## src/rtl/iopad_ctrl.sv

```systemverilog
// Pad-side GPIO control: per-channel input synchroniser, glitch filter, sticky rise flag,
// and a registered output drive. Define IOPAD_LOOPBACK_EN to route core_in back to pad_out.

module iopad_in_lane #(
    parameter int SYNC_STAGES = 2,
    parameter int FILT_BITS   = 3
) (
    input  logic clk,
    input  logic reset,
    input  logic pad,
    input  logic filt_act,
    input  logic evt_clr,
    output logic core,
    output logic evt
);
    // Accept on the FMAX-th consecutive mismatch, i.e. when cnt already holds FMAX-1.
    localparam logic [FILT_BITS-1:0] LIM = FILT_BITS'((1 << FILT_BITS) - 2);

    logic [SYNC_STAGES-1:0] sync_q;
    logic [FILT_BITS-1:0]   cnt;
    logic                   core_d;
    logic                   s;

    assign s = sync_q[SYNC_STAGES-1];

    always_ff @(posedge clk or negedge reset) begin
        if (!reset) begin
            sync_q <= '0;
            cnt    <= '0;
            core   <= 1'b0;
            core_d <= 1'b0;
            evt    <= 1'b0;
        end else begin
            sync_q <= {sync_q[SYNC_STAGES-2:0], pad};
            if (!filt_act || s == core) begin
                core <= s;
                cnt  <= '0;
            end else if (cnt == LIM) begin
                core <= s;
                cnt  <= '0;
            end else begin
                cnt  <= cnt + 1'b1;
            end
            core_d <= core;
            // set beats clear when both land in the same cycle
            evt    <= (core & ~core_d) | (evt & ~evt_clr);
        end
    end
endmodule

module iopad_ctrl #(
    parameter int                   NUM_IN      = 16,
    parameter int                   NUM_OUT     = 16,
    parameter int                   SYNC_STAGES = 2,
    parameter int                   FILT_BITS   = 3,
    parameter logic [NUM_OUT-1:0]   OUT_RST     = {NUM_OUT{1'b0}}
) (
    input  logic               clk,
    input  logic               reset,
    input  logic               test_mode,
    input  logic [NUM_IN-1:0]  pad_in,
    input  logic [NUM_IN-1:0]  filt_en,
    output logic [NUM_IN-1:0]  core_in,
    output logic [NUM_IN-1:0]  rise_evt,
    input  logic [NUM_IN-1:0]  evt_clr,
    input  logic [NUM_OUT-1:0] core_out,
    input  logic               loopback,
    output logic [NUM_OUT-1:0] pad_out
);
    logic [NUM_IN-1:0] filt_act;

    assign filt_act = filt_en & {NUM_IN{~test_mode}};

    iopad_in_lane #(
        .SYNC_STAGES (SYNC_STAGES),
        .FILT_BITS   (FILT_BITS)
    ) u_lane [NUM_IN-1:0] (
        .clk      (clk),
        .reset    (reset),
        .pad      (pad_in),
        .filt_act (filt_act),
        .evt_clr  (evt_clr),
        .core     (core_in),
        .evt      (rise_evt)
    );

`ifdef IOPAD_LOOPBACK_EN
    // Output channels wrap around the input channels when NUM_OUT > NUM_IN.
    logic [NUM_OUT-1:0] lb_src;

    for (genvar j = 0; j < NUM_OUT; j++) begin : g_lb
        assign lb_src[j] = core_in[j % NUM_IN];
    end

    always_ff @(posedge clk or negedge reset) begin
        if (!reset) pad_out <= OUT_RST;
        else        pad_out <= loopback ? lb_src : core_out;
    end
`else
    logic unused_loopback;

    assign unused_loopback = loopback;

    always_ff @(posedge clk or negedge reset) begin
        if (!reset) pad_out <= OUT_RST;
        else        pad_out <= core_out;
    end
`endif
endmodule

```

## config.mk

```make
export PLATFORM = sky130hd
export DESIGN_NAME = iopad_ctrl
export DESIGN_NICKNAME = d
export VERILOG_FILES = /design/src/rtl/iopad_ctrl.sv
export SDC_FILE = /design/constraint.sdc
export NUM_CORES = 1
export LEC_CHECK = 0
export CORE_ASPECT_RATIO = 1.25
export CORE_MARGIN = 2
export CORE_UTILIZATION = 45
export CTS_CLUSTER_SIZE = 12
export DETAILED_ROUTE_END_ITERATION = 10
export MAX_ROUTING_LAYER = met4
export PLACE_DENSITY = 0.71
export SYNTH_ARGS = -nofsm -noshare
export SYNTH_HDL_FRONTEND = slang
export SYNTH_SLANG_ARGS = --single-unit
```

## constraint.sdc

```tcl
create_clock -name clk -period 2.3 [get_ports clk]
set_input_delay 0.345 -clock clk [delete_from_list [all_inputs] [get_ports clk]]
set_output_delay 0.345 -clock clk [all_outputs]
set_load 0.01 [all_outputs]
```

==> metrics.txt <==
syn avg cell area 12.5 µm²; Distinct cells, synth 19; Design Power 0.00636 W; post-CTS setup buffer count 0; R2R depth 3; Reg clk slew, reported paths 0.07 ns; layout cells sized above 1 a little over a tenth; ANT nets after route 0; worst path cell trace clkdlybuf4s50_1; Initial Util between 40% and 50%; RSZ-0062 raised after global routing no; met3 WL post-DR 381 µm; Synth Instances 437; H-tree depth 4; hold path depth 0; # DRC 0; Seq pwr share 43.8%; initial antenna violation count 0; die area between 10000 and 15000 µm²; Static Leak around 3.2 nW; WL met2 roughly 5400 µm; CP max stage cell clkdlybuf4s50_1; Clk Latency, worst-skew pair ~0.41 ns; Max Cap Viol 0; Met1 Wirelength roughly 4000 µm; CP Buf/Inv Count 1; DRT iter0 DRCs roughly 100; CTS max path bufs 2; actual slew at the worst max-slew pin between 0.4 and 0.5 ns; IO buf count 114; syn nets roughly 500; setup TNS 0 ns; clk sinks around 140; total number of vias around 3400; WL final between 9000 and 10000 µm; Ys Warns 0; highest routed layer met4; Gate power share 8.6%; CP top delay family buffers and inverters; Max VDD drop 466 µV; pin count of the biggest net entering global routing 56; Reg2Reg Setup Slack approximately 1.2 ns; total CTS buffers 17; Net Switching ~0.0014 W; Synth Area in Compound Gates 6.61%; Final Cycle Share ~80%; ANT cells 0; Area Overhead vs Synth 33.2%; Overflow after GRT 0; CTS tree yes; Post-DP HPWL 6840 µm; WL/cell about 14 µm; chip width 102 µm; RR Startpoint u_lane[8].cnt[2]$_DFF_PN0_; row cnt 44; flop and latch count out of synthesis roughly 140; Seq/Total Area, Yosys between 60% and 70%; Min-Delay Startpoint u_lane[9].sync_q[0]$_DFF_PN0_; Rel. slew slack approximately two thirds; Layout Skew a little under 0.008 ns; HP Class reg2reg; critical path class reg2out; Slew Limit Fails 0; Setup crit end kind output pin; Sw Share a little over a fifth; Die Y around 130 µm; All-Layer GR Usage between 10% and 20%; hold endpoint u_lane[9].sync_q[1]$_DFF_PN0_; share of power burned in the clock network between 40% and 50%; drt pass-1 iters 4; drt via density 4.81; Crit path largest cell delay about 0.6 ns; Post-Synth XOR/XNOR Area 2.73%; FMAX 0.559 GHz; first-pass GRT wire length 16700 µm; vias in the first global route around 3600; IO Pins approximately 120; Worst EP arrival about 1.4 ns; GPL Wtd Cong roughly 0.70; Internal Power 0.00496 W; largest family of logic cells by synthesized area simple AND/OR/NAND/NOR gates; pwr dens 875 nW/µm²; status complete, no violations; root buffer cell clkbuf_16; Final min period roughly 1.8 ns; worst-path fanout max 5; element type at the critical path start register; mapped cell area between 5000 and 6000 µm²; Reg2Reg Capture Point u_lane[8].core$_DFFE_PN0P_; multiplexer area fraction after synthesis about 3.4%; setup violators final 0; Final Hold Vio Count 0; filler instances about 930; Synth Area in Simple Gates about an eighth; Req. time, crit path ~2 ns; Synth Area in Adders 0%; final-stage net count 610; core area around 12000 µm²
==> repair_timing <==
item,4_1_cts,5_1_grt
endpoints found under the hold margin,51,0
hold buffers,1,0
resized for setup,0,0
==> state kept, by name (all words and copies together), names as in the netlist <==
| signal | count |
|---|---|
| u_lane.sync_q | 32 |
| u_lane.core | 16 |
| u_lane.evt | 16 |
| pad_out | 16 |
| u_lane.cnt | 48 |
| u_lane.core_d | 16 |
==> metal layers <==
metal / track usage, % / vias up
li1: - / 1648
met1: 19.2 / 1709
met2: 29.0 / 70
met3: 4.87 / 15
met4: 6.20 / 0
met5: - / -
==> cell families after synthesis <==
group,count (synthesis)
flops,144
simple gates,116
buf+inv,81
compound gates,63
xor+xnor,17
mux,16
==> through the flow <==
stage,hold WS (ns),instances,utilization [%],setup slack [ns],cell area [µm²]
3_3_place_gp,0.320,683,56.2,0.359,6600
6_report,0.338,716,61.9,0.511,7260
3_5_place_dp,0.330,683,56.2,0.349,6600
2_1_floorplan,0.0494,437,-,1.23,5450
5_1_grt,0.351,716,61.9,0.436,7260
4_1_cts,0.344,716,61.9,0.463,7260
==> power groups by stage <==
stage | Sequential [W] | Combinational [W] | Clock (W)
floorplan | 0.00281 | 0.000277 | 0
global placement | 0.00282 | 0.000541 | 0
detailed placement | 0.00283 | 0.000556 | 0
finish | 0.00279 | 0.000550 | 0.00302
global route | 0.00281 | 0.000604 | 0.00320
CTS | 0.00279 | 0.000562 | 0.00309
==> cell type report <==
type,instances,area [µm²],share of cell area (%)
Clock inverter,14,229,3.15
Multi-Input combinational cell,212,1420,19.6
Clock buffer,18,429,5.91
Timing Repair Buffer,120,1200,16.6
Sequential cell,144,3600,49.6
Inverter,47,176,2.43
Tap cell,161,201,2.77
==> worst max-delay path by stage <==
stage	start	to	slack [ns]	cells after the start
2_1_floorplan	test_mode	u_lane[10].core$_DFFE_PN0P_	1.23	3
3_3_place_gp	test_mode	u_lane[11].core$_DFFE_PN0P_	0.36	4
3_5_place_dp	test_mode	u_lane[11].core$_DFFE_PN0P_	0.35	4
4_1_cts	u_lane[3].core$_DFFE_PN0P_	core_in[3]	0.46	1
5_1_grt	u_lane[3].core$_DFFE_PN0P_	core_in[3]	0.44	1
6_report	u_lane[3].core$_DFFE_PN0P_	core_in[3]	0.51	1
==> placed cells by master (no fill, tap or decap), types with 2 or more instances in the layout <==
cell / n
a211oi_1: 10
a21oi_1: 31
and2b_2: 6
and3b_1: 14
buf_4: 4
bufinv_16: 5
clkbuf_16: 17
clkdlybuf4s50_1: 113
clkinv_4: 3
clkinvlp_4: 2
dfrtp_1: 144
inv_1: 47
inv_6: 3
mux2_2: 15
nand2_1: 12
nand3b_1: 31
nor2_1: 32
nor3b_1: 20
o21ai_0: 6
o22ai_1: 16
xor2_1: 16
==> synth_stat cells <==
| cell | instances | area, µm² |
|---|---|---|
| inv_1 | 47 | 176 |
| a211oi_1 | 10 | 75.1 |
| and3b_1 | 14 | 123 |
| o22ai_1 | 16 | 100 |
| o21ai_0 | 6 | 30.0 |
| mux2_2 | 15 | 169 |
| nand3_1 | 1 | 5.00 |
| dfrtp_1 | 144 | 3600 |
| xor2_1 | 16 | 140 |
| buf_4 | 32 | 240 |
| buf_2 | 2 | 10.0 |
| nor2_1 | 32 | 120 |
| nand2_1 | 12 | 45.0 |
| nand3b_1 | 31 | 233 |
| nor3b_1 | 20 | 150 |
| a21oi_1 | 31 | 155 |
| and2b_2 | 6 | 52.6 |
| mux2_4 | 1 | 15.0 |
| xnor2_1 | 1 | 8.76 |
Note: power is estimated with default switching activity, not from simulation.
